===== src/rtl/adder_tree_sched.sv =====
// Issue/drain sequencer for the shared multiply + 3-level adder-tree pipeline.
// Issues six matrix rows back to back and collects their sums through a latency-matched tag pipe.
module adder_tree_sched #(
    parameter int DELAY_MUL = 6,
    parameter int DELAY_ADD = 12
) (
    input  logic         clk,
    input  logic         resetn,
    input  logic         start,
    output logic         busy,
    output logic         done,
    output logic         issue,
    output logic [2:0]   row_sel,
    input  logic [31:0]  sum_in,
    output logic [191:0] y_out
);

    localparam int PIPE_LAT = DELAY_MUL + 3 * DELAY_ADD;
    localparam logic [2:0] LAST_ROW = 3'd5;
    localparam logic [2:0] NUM_ROWS = 3'd6;

    typedef enum logic [1:0] {
        ST_IDLE  = 2'd0,
        ST_ISSUE = 2'd1,
        ST_DRAIN = 2'd2,
        ST_DONE  = 2'd3
    } state_t;

    state_t         state_r;
    logic [2:0]     issue_cnt_r;
    logic [2:0]     cap_cnt_r;
    logic           busy_r;
    logic           done_r;
    logic           issue_r;
    logic [2:0]     row_sel_r;
    logic [191:0]   y_r;
    logic [3:0]     tag_r [PIPE_LAT];

    logic           tap_valid_s;
    logic [2:0]     tap_idx_s;
    logic [2:0]     cap_cnt_nxt_s;

    // Output tap of the tag pipe and the saturating capture count it implies.
    always_comb begin
        tap_valid_s   = tag_r[PIPE_LAT-1][3];
        tap_idx_s     = tag_r[PIPE_LAT-1][2:0];
        cap_cnt_nxt_s = cap_cnt_r;
        if (tap_valid_s && (cap_cnt_r != NUM_ROWS)) begin
            cap_cnt_nxt_s = cap_cnt_r + 3'd1;
        end else begin
            cap_cnt_nxt_s = cap_cnt_r;
        end
    end

    // Tag pipe: mirrors the datapath latency so each sum is matched to its row.
    always_ff @(posedge clk) begin
        if (!resetn) begin
            for (int i = 0; i < PIPE_LAT; i++) begin
                tag_r[i] <= 4'd0;
            end
        end else begin
            tag_r[0] <= {issue_r, row_sel_r};
            for (int i = 1; i < PIPE_LAT; i++) begin
                tag_r[i] <= tag_r[i-1];
            end
        end
    end

    // Result capture: only tagged cycles write; sum_in is junk otherwise.
    always_ff @(posedge clk) begin
        if (!resetn) begin
            y_r <= 192'd0;
        end else if (tap_valid_s) begin
            for (int r = 0; r < 6; r++) begin
                if (tap_idx_s == r[2:0]) begin
                    y_r[32*r +: 32] <= sum_in;
                end
            end
        end else begin
            y_r <= y_r;
        end
    end

    // Control FSM with registered status and issue outputs.
    always_ff @(posedge clk) begin
        if (!resetn) begin
            state_r     <= ST_IDLE;
            issue_cnt_r <= 3'd0;
            cap_cnt_r   <= 3'd0;
            busy_r      <= 1'b0;
            done_r      <= 1'b0;
            issue_r     <= 1'b0;
            row_sel_r   <= 3'd0;
        end else begin
            cap_cnt_r <= cap_cnt_nxt_s;
            case (state_r)
                ST_IDLE: begin
                    done_r <= 1'b0;
                    if (start) begin
                        state_r     <= ST_ISSUE;
                        issue_cnt_r <= 3'd0;
                        cap_cnt_r   <= 3'd0;
                        busy_r      <= 1'b1;
                        issue_r     <= 1'b1;
                        row_sel_r   <= 3'd0;
                    end else begin
                        busy_r    <= 1'b0;
                        issue_r   <= 1'b0;
                        row_sel_r <= 3'd0;
                    end
                end
                ST_ISSUE: begin
                    if (issue_cnt_r == LAST_ROW) begin
                        state_r   <= ST_DRAIN;
                        issue_r   <= 1'b0;
                        row_sel_r <= 3'd0;
                    end else begin
                        issue_cnt_r <= issue_cnt_r + 3'd1;
                        issue_r     <= 1'b1;
                        row_sel_r   <= issue_cnt_r + 3'd1;
                    end
                end
                ST_DRAIN: begin
                    // Decide on the next count so done lands the cycle after the last capture.
                    if (cap_cnt_nxt_s == NUM_ROWS) begin
                        state_r <= ST_DONE;
                        done_r  <= 1'b1;
                        busy_r  <= 1'b0;
                    end else begin
                        state_r <= ST_DRAIN;
                    end
                end
                ST_DONE: begin
                    state_r <= ST_IDLE;
                    done_r  <= 1'b0;
                end
                default: begin
                    state_r     <= ST_IDLE;
                    issue_cnt_r <= 3'd0;
                    busy_r      <= 1'b0;
                    done_r      <= 1'b0;
                    issue_r     <= 1'b0;
                    row_sel_r   <= 3'd0;
                end
            endcase
        end
    end

    assign busy    = busy_r;
    assign done    = done_r;
    assign issue   = issue_r;
    assign row_sel = row_sel_r;
    assign y_out   = y_r;

endmodule


===== config.mk =====
export PLATFORM = sky130hd
export DESIGN_NAME = adder_tree_sched
export DESIGN_NICKNAME = d
export VERILOG_FILES = /design/src/rtl/adder_tree_sched.sv
export SDC_FILE = /design/constraint.sdc
export NUM_CORES = 1
export LEC_CHECK = 0
export ABC_AREA = 1
export CAP_MARGIN = 20
export CORE_MARGIN = 2
export CORE_UTILIZATION = 44
export DETAILED_ROUTE_END_ITERATION = 10
export GPL_TIMING_DRIVEN = 0
export PLACE_DENSITY = 0.8
export RECOVER_POWER = 50
export SLEW_MARGIN = 25
export SYNTH_ARGS = -nofsm -noshare
export SYNTH_HDL_FRONTEND = slang
export SYNTH_SLANG_ARGS = --single-unit

===== constraint.sdc =====
create_clock -name clk -period 3.5 [get_ports clk]
set_input_delay 0.7 -clock clk [delete_from_list [all_inputs] [get_ports clk]]
set_output_delay 0.7 -clock clk [all_outputs]
set_load 0.01 [all_outputs]

---- After elaboration in Yosys (flattened, before gate mapping) ----
Memory sizes are Yosys's and may differ from the RTL's.
Cells that the tools add are included.
storage, ports and cells
  register bits ........................... 206
  bits in writable memories ............... 168
  input bits .............................. 35
  output and inout bits ................... 198
  logic and storage cells ................. 153
  memories ................................ 1
cells by class
  $add $sub $neg .......................... 2
  equal/unequal tests ..................... 15
  multiplexer cells ....................... 63
  bitwise logic cells ..................... 42
  reduce and logical (&&, ||, !) cells .... 17
memory list
  memory  words  width  read ports  clocked after Yosys merged registers in  wr ports  line  source
  tag_r   42     4      42          0                                        42        37    logic [3:0] tag_r [PIPE_LAT];
operator list
  cell                                                             count
  4-bit 2-to-1 mux                                                 42
  1-bit OR                                                         42
  3-bit 2-to-1 mux                                                 6
  2-bit AND reduction                                              9
  3-bit == test, second input constant                             4
  3-bit one-hot mux with 2 select lines                            2
  2-bit inequality test, second input constant                     4
  2-bit one-hot mux with 4 select lines                            1
  1-bit 2-to-1 mux                                                 7
  3-bit by 1-bit adder with 3-bit output, second input constant    2
  3-bit by 2-bit == test with 1-bit output, second input constant  2
  1-bit one-hot mux with 2 select lines                            3
  2-bit nonzero test                                               3
  2-bit == test, second input constant                             2
  2-bit 2-to-1 mux                                                 2
  3-bit by 1-bit == test with 1-bit output, second input constant  1
  3-bit zero test                                                  1
  3-bit inequality test, second input constant                     1
  3-bit AND reduction                                              1
  2-bit by 1-bit == test with 1-bit output, second input constant  1
  2-bit zero test                                                  1
  2-bit OR reduction                                               1
  1-bit logical AND                                                1

---- Longest topological paths before layout ----
Gate-level depths: netlist (run 1).
  depth after elaboration ................. 6
  depth in mapped cells ................... 10
  depth with buffers taken out ............ 10

---- Least setup slack after synthesis (run 1) ----
OpenSTA, ideal clock, no wires.
  path type ............................... input port to flip-flop
  from .................................... in resetn
  to ...................................... reg y_r[154] (netlist: y_out[154])
  library setup time ...................... 0.065 ns
  data arrival time ....................... 1.455 ns
  data required time ...................... 3.435 ns
  slack ................................... 1.980 ns
  stages .................................. 5
  path buffers ............................ 3
  cell sequence ........................... buf_2 > buf_2 > clkbuf_1 > o21ai_0 > nor2_1
RTL lines
  item                            line  source
  start: declaration              8     input logic resetn,
  end signal: indexed assignment  76    y_r[32*r +: 32] <= sum_in;
  end signal: assignment          80    y_r <= y_r;
  end: declaration                36    logic [191:0] y_r;

==> results.json, run 1 <==
{
  "routed_via_density": 4.79,
  "power.density_nw_per_um2": 537,
  "worst_setup_path_start_kind": "register",
  "clockBufferDepth": 3,
  "setup_tns_ns": 0,
  "synth.most_common_cell": "nor2_1",
  "wirelength_mm": 32.0,
  "drt_pre_antenna_iters": 5,
  "wl_met2_mm": 15.2,
  "drive_above_1_share": 0.0451,
  "post-route-drc-count": 0,
  "fp.dieH_um": 170,
  "reg2regPathDepth": 8,
  "worst_slack_ns": 0.940,
  "hold_path_class": "register to register",
  "hold_path_depth": 2,
  "r2r_slack_ns": 0.94,
  "hold_viol": 0,
  "syn-instance-count": 1460,
  "synth_seq_cells": 374,
  "cts_buffers": 36,
  "clkLatencyLatePin_ns": 0.51,
  "root_buffer": "clkbuf_16",
  "final_area_um2": 15900,
  "avgSynthCellArea_um2": 8.29,
  "period_needed_ns": 2.56,
  "crit_fanout": 10,
  "tightest_slew_ns": 0.752,
  "yosysTopAreaCellShare": 0.619,
  "post-cts-setup-buffers": 0,
  "wl_met3_mm": 2.51,
  "synth_warnings": 0,
  "hold_end": "tag_r[0][116]",
  "placed_area_um2": 14800,
  "grt_pass1_wl_mm": 48.8,
  "clock.fmax_ghz": 0.391,
  "dp.final_hpwl_mm": 22.9,
  "yosysTopAreaCell": "dfxtp_1",
  "final_net_count": 1771,
  "h-tree-depth": 2,
  "place.gp.congestion": 0.838,
  "outcome": "completed",
  "synth_ff_type": "dfxtp_1",
  "cp.arrival_ns": 3.00,
  "setup_viol": 0,
  "vdd_drop_max_mv": 0.363,
  "syn2layout_area_growth_pct": 31.6,
  "tritoncts": "built",
  "slew_headroom": 0.499,
  "fp-row-count": 60,
  "p_leak_nw": 7.35,
  "num_vias": 10023,
  "r2r_start": "tag_r[0][167]",
  "ys_top_cells_by_count": "nor2_1, dfxtp_1, nand2_1, inv_1, o21ai_0",
  "io-pin-count": 233,
  "crit_type": "register to register",
  "die-area_um2": 28900,
  "period_share": 0.731,
  "reg2reg_to": "y_out[107]",
  "grt_max_degree": 15,
  "final_util": 0.591,
  "initialDrtViolationCount": 905,
  "antenna_found_initial": 0,
  "clock_sinks": 374,
  "port_buffers": 231,
  "grt_pass1_vias": 9387,
  "clk_pin_slew_ns": 0.06,
  "ctsHoldBuffers": 0,
  "topRoutingLayerUsed": "met4",
  "core_area_um2": 27000,
  "ys_top_cells_by_area": "dfxtp_1, nor2_1, o21ai_0",
  "grt_overflow": 0,
  "clock_skew_ns": 0.0187,
  "wl_per_cell_um": 15.3,
  "yosysSeqAreaShare": 0.619,
  "cap_violations": 0,
  "end_kind": "register",
  "required_ns": 3.94,
  "min_from": "tag_r[0][112]",
  "async_flop_share": 0,
  "slew_viol_final": 0,
  "hold_slack_ns": 0.391,
  "syn_nets": 1502,
  "start_util": 0.449,
  "dpl_worst_slack_ns": 1.32,
  "synth_area_um2": 12100,
  "synth_edf_count": 0,
  "die_w_um": 170,
  "yosysUniqueCellTypes": 24,
  "rsz0062_at_grt": "no",
  "cts_resized": 0,
  "antenna_cells": 0,
  "ant_nets": 0,
  "met1_length_mm": 12.8,
  "gr-usage-all-layers": 0.216
}
-- per-stage QoR --
stage | instances | power, mW
3_3_place_gp | 2032 | 4.86
5_1_grt | 2094 | 8.83
6_report | 2094 | 8.55
4_1_cts | 2094 | 8.60
2_1_floorplan | 1460 | 4.68
3_5_place_dp | 2032 | 4.88
-- per-layer routing --
metal  global-route usage  up-vias
li1                     -     4940
met5                    0        -
met2                0.378      383
met1                0.253     4603
met3               0.0458       97
met4                0.104        0
-- power by group --
group,switching (mW),leakage [nW],total (mW),internal (mW)
clock,1.54,0.565,3.77,2.22
combinational,0.292,3.78,0.456,0.164
sequential,0.0240,3.01,4.33,4.30
-- cell families after synthesis --
logic type,Yosys count,synth area share
and+or+nand+nor,599,0.189
AOI/OAI and AO/OA,210,0.0884
xor gates and xnor gates,1,0.000724
adders and majority gates,7,0.00723
buffers and inverters,269,0.0958
DFF,374,0.619
-- cell usage in the layout, fill, tap and decap left out, types with 2 or more instances in the layout --
cell / n
a21oi_1: 8
buf_2: 6
buf_6: 12
clkbuf_1: 69
clkbuf_16: 37
clkbuf_8: 10
clkdlybuf4s50_1: 231
clkinv_2: 3
clkinvlp_4: 2
dfxtp_1: 374
ha_1: 7
inv_1: 186
inv_2: 4
nand2_1: 193
nand3_1: 6
nand4_1: 2
nor2_1: 394
o211ai_1: 3
o21ai_0: 175
o21ai_1: 20
o32ai_1: 2
or2_2: 2
-- worst max path at each step --
stage,endpoint,startpoint,cells after the start,slack (ns)
finish,y_out[107],tag_r[0][167],8,0.94
global route,y_out[107],tag_r[0][167],8,0.76
CTS,y_out[140],y_out[140],1,1.28
detailed placement,y_out[124],resetn,5,1.32
global placement,y_out[124],resetn,5,1.30
floorplan,y_out[154],resetn,5,1.98
-- critical path: stages, from the launching register on --
cell	delay, ns
dfxtp_1	0.30
clkbuf_1	0.36
clkinv_1	0.14
nor2_1	0.23
nand3_1	0.36
inv_1	0.36
clkbuf_1	0.46
nor2_1	0.13
nor2_1	0.14
-- cell type report --
class                   instances  area, um2
flip-flops and latches        374       7490
fillers                      2194      11000
multi-input cells             817       3440
clock buffers                  56       1100
repair buffers                231       2310
inverters                     191        717
plain buffers                  78        390
well taps                     341        427
clock inverters                 6       60.1
-- flip-flops by register name, summed over array words and instances (netlist names) --
register,flops
busy,1
cap_cnt_r,3
done,1
issue,1
issue_cnt_r,3
row_sel,3
state_r,2
tag_r,168
y_out,192
Note: power is estimated with default switching activity, not from simulation.
==> inputs of run 2 (changes only) <==
--- a/config.mk
+++ b/config.mk
@@ -11,7 +11,7 @@
 export CORE_UTILIZATION = 44
 export DETAILED_ROUTE_END_ITERATION = 10
 export GPL_TIMING_DRIVEN = 0
-export PLACE_DENSITY = 0.8
+export PLACE_DENSITY = 0.83
 export RECOVER_POWER = 50
 export SLEW_MARGIN = 25
 export SYNTH_ARGS = -nofsm -noshare
==> constraint.sdc (replaced) <==
create_clock -name clk -period 2.2 [get_ports clk]
set_input_delay 0.44 -clock clk [delete_from_list [all_inputs] [get_ports clk]]
set_output_delay 0.44 -clock clk [all_outputs]
set_load 0.01 [all_outputs]
==> run 2 against run 1 <==
Compared with the run above: sequential power up 59%; clock power up 64%; design area up 0.42%; count of clock-buffer cells in the layout down 3; sequential cell count unchanged; setup slack worse by 0.71 ns; cell count up 0.19%; critical endpoint is now y_out[124]; largest cell class unchanged.
==> results.json, run 2 (same netlist as run 1, synthesis figures left out) <==
{
  "final_net_count": 1772,
  "clockBufferDepth": 3,
  "intPower_mw": 10.7,
  "initialDrtViolationCount": 780,
  "r2r_start": "tag_r[0][167]",
  "required_ns": 2.65,
  "hold_viol": 0,
  "grt_pass1_wl_mm": 50.8,
  "fp.dieH_um": 170,
  "slew_viol_final": 0,
  "slew_headroom": 0.445,
  "setup_viol": 0,
  "largest_reg_flops": 192,
  "cts_resized": 0,
  "clk_pin_slew_ns": 0.07,
  "core_area_um2": 27000,
  "fillers": 2187,
  "min_from": "tag_r[0][118]",
  "p_clk_frac": 0.448,
  "power.density_nw_per_um2": 863,
  "port_buffers": 231,
  "fp-row-count": 60,
  "power_mw": 13.8,
  "root_buffer": "clkbuf_16",
  "drive_above_1_share": 0.0507,
  "cts_buffers": 37,
  "clock.fmax_ghz": 0.508,
  "clock_sinks": 374,
  "mostFrequentLayoutCells": "nor2_1, dfxtp_1, clkdlybuf4s50_1, nand2_1, inv_1",
  "rsz0062_at_grt": "no",
  "wl_per_cell_um": 15.6,
  "final_util": 0.594,
  "h-tree-depth": 2,
  "pwr-share-seq": 0.499,
  "die_w_um": 170,
  "ant_nets": 0,
  "clkLatencyLatePin_ns": 0.51,
  "io-pin-count": 233,
  "hold_path_class": "register to register",
  "switching_share": 0.225,
  "ctsHoldBuffers": 0,
  "drt_pre_antenna_iters": 5,
  "tightest_slew_ns": 0.832,
  "p_leak_nw": 7.40,
  "grt_pass1_vias": 9888,
  "crit_top_cell": "clkbuf_1",
  "wirelength_mm": 32.7,
  "r2r_slack_ns": 0.30,
  "final_area_um2": 16000,
  "cp.arrival_ns": 2.42,
  "placed_area_um2": 14800,
  "cp_slowest_cell": "clkbuf_1",
  "outcome": "completed",
  "period_needed_ns": 1.97,
  "clock_skew_ns": 0.0214,
  "die-area_um2": 28900,
  "setup_tns_ns": 0,
  "tritoncts": "built",
  "period_share": 0.896,
  "crit_type": "input pin to register",
  "hold_end": "tag_r[0][122]",
  "place.gp.congestion": 0.841,
  "vdd_drop_max_mv": 0.474,
  "antenna_cells": 0,
  "cap_violations": 0,
  "dp.final_hpwl_mm": 23.3,
  "critPathBufInv": 3,
  "hold_path_depth": 2,
  "start_util": 0.449,
  "net-switching-power_mw": 3.10,
  "antenna_found_initial": 0,
  "routed_via_density": 4.84,
  "worst_setup_path_start_kind": "input pin",
  "grt_overflow": 0,
  "syn2layout_area_growth_pct": 32.2,
  "final_common_cell": "nor2_1",
  "crit_fanout": 10,
  "end_kind": "register",
  "post-cts-setup-buffers": 0,
  "reg2regPathDepth": 7,
  "post-route-drc-count": 0,
  "critPathMaxStageDelay_ns": 0.61,
  "gr-usage-all-layers": 0.224,
  "worstPathCellList": "clkbuf_1, clkbuf_1, clkbuf_1, o21ai_0, nor2_1",
  "reg2reg_to": "y_out[104]",
  "num_vias": 10144,
  "path_delay_family": "buffers and inverters",
  "power_frac_comb": 0.053,
  "grt_max_degree": 17
}
run 2: cell count changes in the layout (fill, tap and decap cells not counted), moves of 2 or more:
cell,delta
inv_6,+3
clkbuf_1,-6
clkinvlp_4,-2
clkinv_2,+2
clkinv_4,+3
clkbuf_8,-2
run 2: worst max path at each step:
stage,cells past startpoint,end,slack (ns),startpoint
after CTS,1,y_out[46],0.26,y_out[46]
final,5,y_out[124],0.23,resetn
after global routing,7,y_out[186],0.13,tag_r[0][164]
after detailed placement,5,y_out[124],0.27,resetn
after floorplan,7,issue_cnt_r[2],0.83,state_r[0]
after global placement,5,y_out[124],0.33,resetn
run 2: cell type report:
cell class,count,area [um2],share of cell area
Buffer,78,404,0.0253
Clock buffer,53,1090,0.0680
Clock inverter,13,124,0.00774
Inverter,191,717,0.0448
Multi-Input combinational cell,817,3440,0.215
Sequential cell,374,7490,0.468
Tap cell,341,427,0.0267
Timing Repair Buffer,231,2310,0.145
run 2: power by group through the flow:
stage / registers [mW] / logic [mW] / clock network [mW]
after global placement: 7.03 / 0.687 / 0
final: 6.89 / 0.737 / 6.18
after floorplan: 7.04 / 0.410 / 0
after detailed placement: 7.04 / 0.729 / 0
after CTS: 6.89 / 0.737 / 6.26
after global routing: 6.89 / 0.805 / 6.54
run 2: per-stage QoR:
step,cells,hold slack [ns],worst slack [ns]
after global routing,2098,0.419,0.131
after floorplan,1460,0.390,0.826
after detailed placement,2032,0.396,0.268
final,2098,0.396,0.230
after CTS,2098,0.402,0.256
after global placement,2032,0.393,0.326
run 2: worst min-delay path: stages, from the launching register on:
cell and delay [ns]:
dfxtp_1 0.30, nand2_1 0.04, inv_1 0.04
run 2: routing by layer:
metal,part of all wire,global-route usage,vias to the layer above
li1,-,-,4957
met5,0,0,-
met4,0.043,0.103,0
met1,0.39,0.252,4682
met3,0.077,0.0512,103
met2,0.49,0.401,402
==> inputs of run 3 (changes only) <==
--- a/config.mk
+++ b/config.mk
@@ -12,7 +12,8 @@
 export DETAILED_ROUTE_END_ITERATION = 10
 export GPL_TIMING_DRIVEN = 0
 export PLACE_DENSITY = 0.83
-export RECOVER_POWER = 50
+export RECOVER_POWER = 25
+export REMOVE_ABC_BUFFERS = 1
 export SLEW_MARGIN = 25
 export SYNTH_ARGS = -nofsm -noshare
 export SYNTH_HDL_FRONTEND = slang
==> run 3 against run 2 <==
Compared with the run above: clock skew rose by 0.0021 ns; non-clock buffer count fell by 72; wire length fell by 13%; global-route usage fell by 3.0 points; the flow now finishes with violations (setup timing); power rose by 0.23%; core utilization fell by 0.75 points; maximum frequency fell by 16%; critical endpoint is now y_out[81]; sequential share of layout area rose by 0.60 points.
==> results.json, run 3 (same netlist as run 1, synthesis figures left out) <==
{
  "outcome": "complete, but fails checks",
  "violations": "setup timing",
  "fillers": 2261,
  "cts_buffers": 38,
  "crit_fanout": 33,
  "final_net_count": 1701,
  "syn2layout_area_growth_pct": 30.5,
  "gr-usage-all-layers": 0.194,
  "antenna_cells": 0,
  "clock.fmax_ghz": 0.426,
  "switching_share": 0.215,
  "endpoint": "y_out[81]",
  "h-tree-depth": 2,
  "io-pin-count": 233,
  "setup_viol": 96,
  "clock_sinks": 374,
  "port_buffers": 232,
  "rsz0062_at_grt": "yes",
  "wirelength_mm": 28.4,
  "wl_per_cell_um": 14.0,
  "grt_pass1_vias": 9307,
  "required_ns": 2.65,
  "die_w_um": 170,
  "worst_setup_path_start_kind": "register",
  "power_frac_comb": 0.048,
  "tritoncts": "built",
  "vdd_drop_max_mv": 0.705,
  "ant_nets": 0,
  "end_kind": "register",
  "dp.final_hpwl_mm": 17.7,
  "r2r_slack_ns": -0.15,
  "power_mw": 13.8,
  "reg2regPathDepth": 6,
  "mostFrequentLayoutCells": "nor2_1, dfxtp_1, clkdlybuf4s50_1, nand2_1, inv_1",
  "r2r_start": "tag_r[0][167]",
  "num_vias": 9763,
  "period_needed_ns": 2.35,
  "clkLatencyLatePin_ns": 0.52,
  "fp.dieH_um": 170,
  "dpl_worst_slack_ns": -0.346,
  "net-switching-power_mw": 2.98,
  "tightest_slew_ns": 1.27,
  "root_buffer": "clkbuf_16",
  "die-area_um2": 28900,
  "grt_overflow": 0,
  "worst_slack_ns": -0.146,
  "hold_path_class": "input pin to register",
  "place.gp.congestion": 0.794,
  "slew_viol_final": 0,
  "clockBufferDepth": 3,
  "start_util": 0.449,
  "largest_reg_flops": 192,
  "core_area_um2": 27000,
  "drive_above_1_share": 0.0474,
  "slew_headroom": 0.152,
  "post-route-drc-count": 0,
  "hold_viol": 0,
  "initialDrtViolationCount": 756,
  "drt_pre_antenna_iters": 6,
  "grt_max_degree": 138,
  "p_leak_nw": 7.28,
  "cp.arrival_ns": 2.80,
  "final_util": 0.586,
  "clock_skew_ns": 0.0235,
  "grt_pass1_wl_mm": 45.3,
  "fp-row-count": 60,
  "pwr-share-seq": 0.498,
  "cap_violations": 0,
  "p_clk_frac": 0.454,
  "period_share": 1.07,
  "clk_pin_slew_ns": 0.06,
  "crit_type": "register to register",
  "critPathLaunch": "tag_r[0][167]",
  "power.density_nw_per_um2": 876,
  "ctsHoldBuffers": 0,
  "routed_via_density": 4.82,
  "antenna_found_initial": 0,
  "reg2reg_to": "y_out[81]",
  "intPower_mw": 10.9,
  "final_common_cell": "nor2_1"
}
-- run 3: cell types whose count changed in the layout (fill, tap and decap cells not counted), sizes merged --
cell,previous run,this run
buf,21,5
bufinv,1,2
clkbuf,110,57
clkinv,9,8
inv,194,192
-- run 3: what timing repair did --
| item | 4_1_cts | 5_1_grt |
|---|---|---|
| gates resized for setup | 8 | 4 |
| setup endpoints to repair | 160 | 160 |
| setup buffers | 0 | 0 |
| endpoints found under the hold margin | 0 | 0 |
-- run 3: per-layer routing --
metal	GRT usage	vias up	routed length, um
met5	0	-	0
met3	0.0381	84	2340
met2	0.345	364	13600
li1	-	4819	-
met1	0.229	4496	11500
met4	0.0806	0	1010
-- run 3: power by group through the flow --
stage / combinational, mW / sequential (mW) / clock [mW]
after floorplan: 0.332 / 7.04 / 0
after global placement: 0.693 / 7.04 / 0
after detailed placement: 0.663 / 7.04 / 0
after CTS: 0.672 / 6.89 / 6.42
after global routing: 0.755 / 6.89 / 6.70
final: 0.669 / 6.89 / 6.28
-- run 3: cell type report --
cell class              count  area [um2]  area share
clock buffers              56        1110      0.0703
clock inverters            11         138     0.00871
inverters                 191         747      0.0473
multi-input cells         817        3470       0.220
flip-flops and latches    374        7490       0.474
well taps                 341         427      0.0270
repair buffers            237        2420       0.153
-- run 3: how the worst min path moves through the flow --
| stage | startpoint | cells after the start | end | slack [ns] |
|---|---|---|---|---|
| floorplan | tag_r[0][96] | 2 | tag_r[0][100] | 0.39 |
| global placement | tag_r[0][140] | 2 | tag_r[0][144] | 0.39 |
| detailed placement | tag_r[0][129] | 2 | tag_r[0][133] | 0.40 |
| CTS | resetn | 3 | tag_r[0][46] | 0.19 |
| global route | resetn | 3 | tag_r[0][34] | 0.20 |
| finish | resetn | 3 | tag_r[0][34] | 0.20 |
-- run 3: worst max-delay path: stages, from the launching register on --
cell and delay, ns:
dfxtp_1 0.56, inv_2 0.08, nor2_4 0.16, nand3_2 0.65, inv_6 0.57, nor2_1 0.10, nor2_1 0.13
-- run 3: metrics by stage --
step | hold slack (ns) | instance area [um2] | setup TNS [ns] | std cells
after floorplan | 0.390 | 11700 | 0 | 1382
after global placement | 0.393 | 14400 | -2567.40 | 1955
after detailed placement | 0.396 | 14600 | -32.44 | 1960
after CTS | 0.186 | 15800 | -3.56 | 2027
after global routing | 0.198 | 15800 | -23.83 | 2027
final | 0.204 | 15800 | -6.15 | 2027
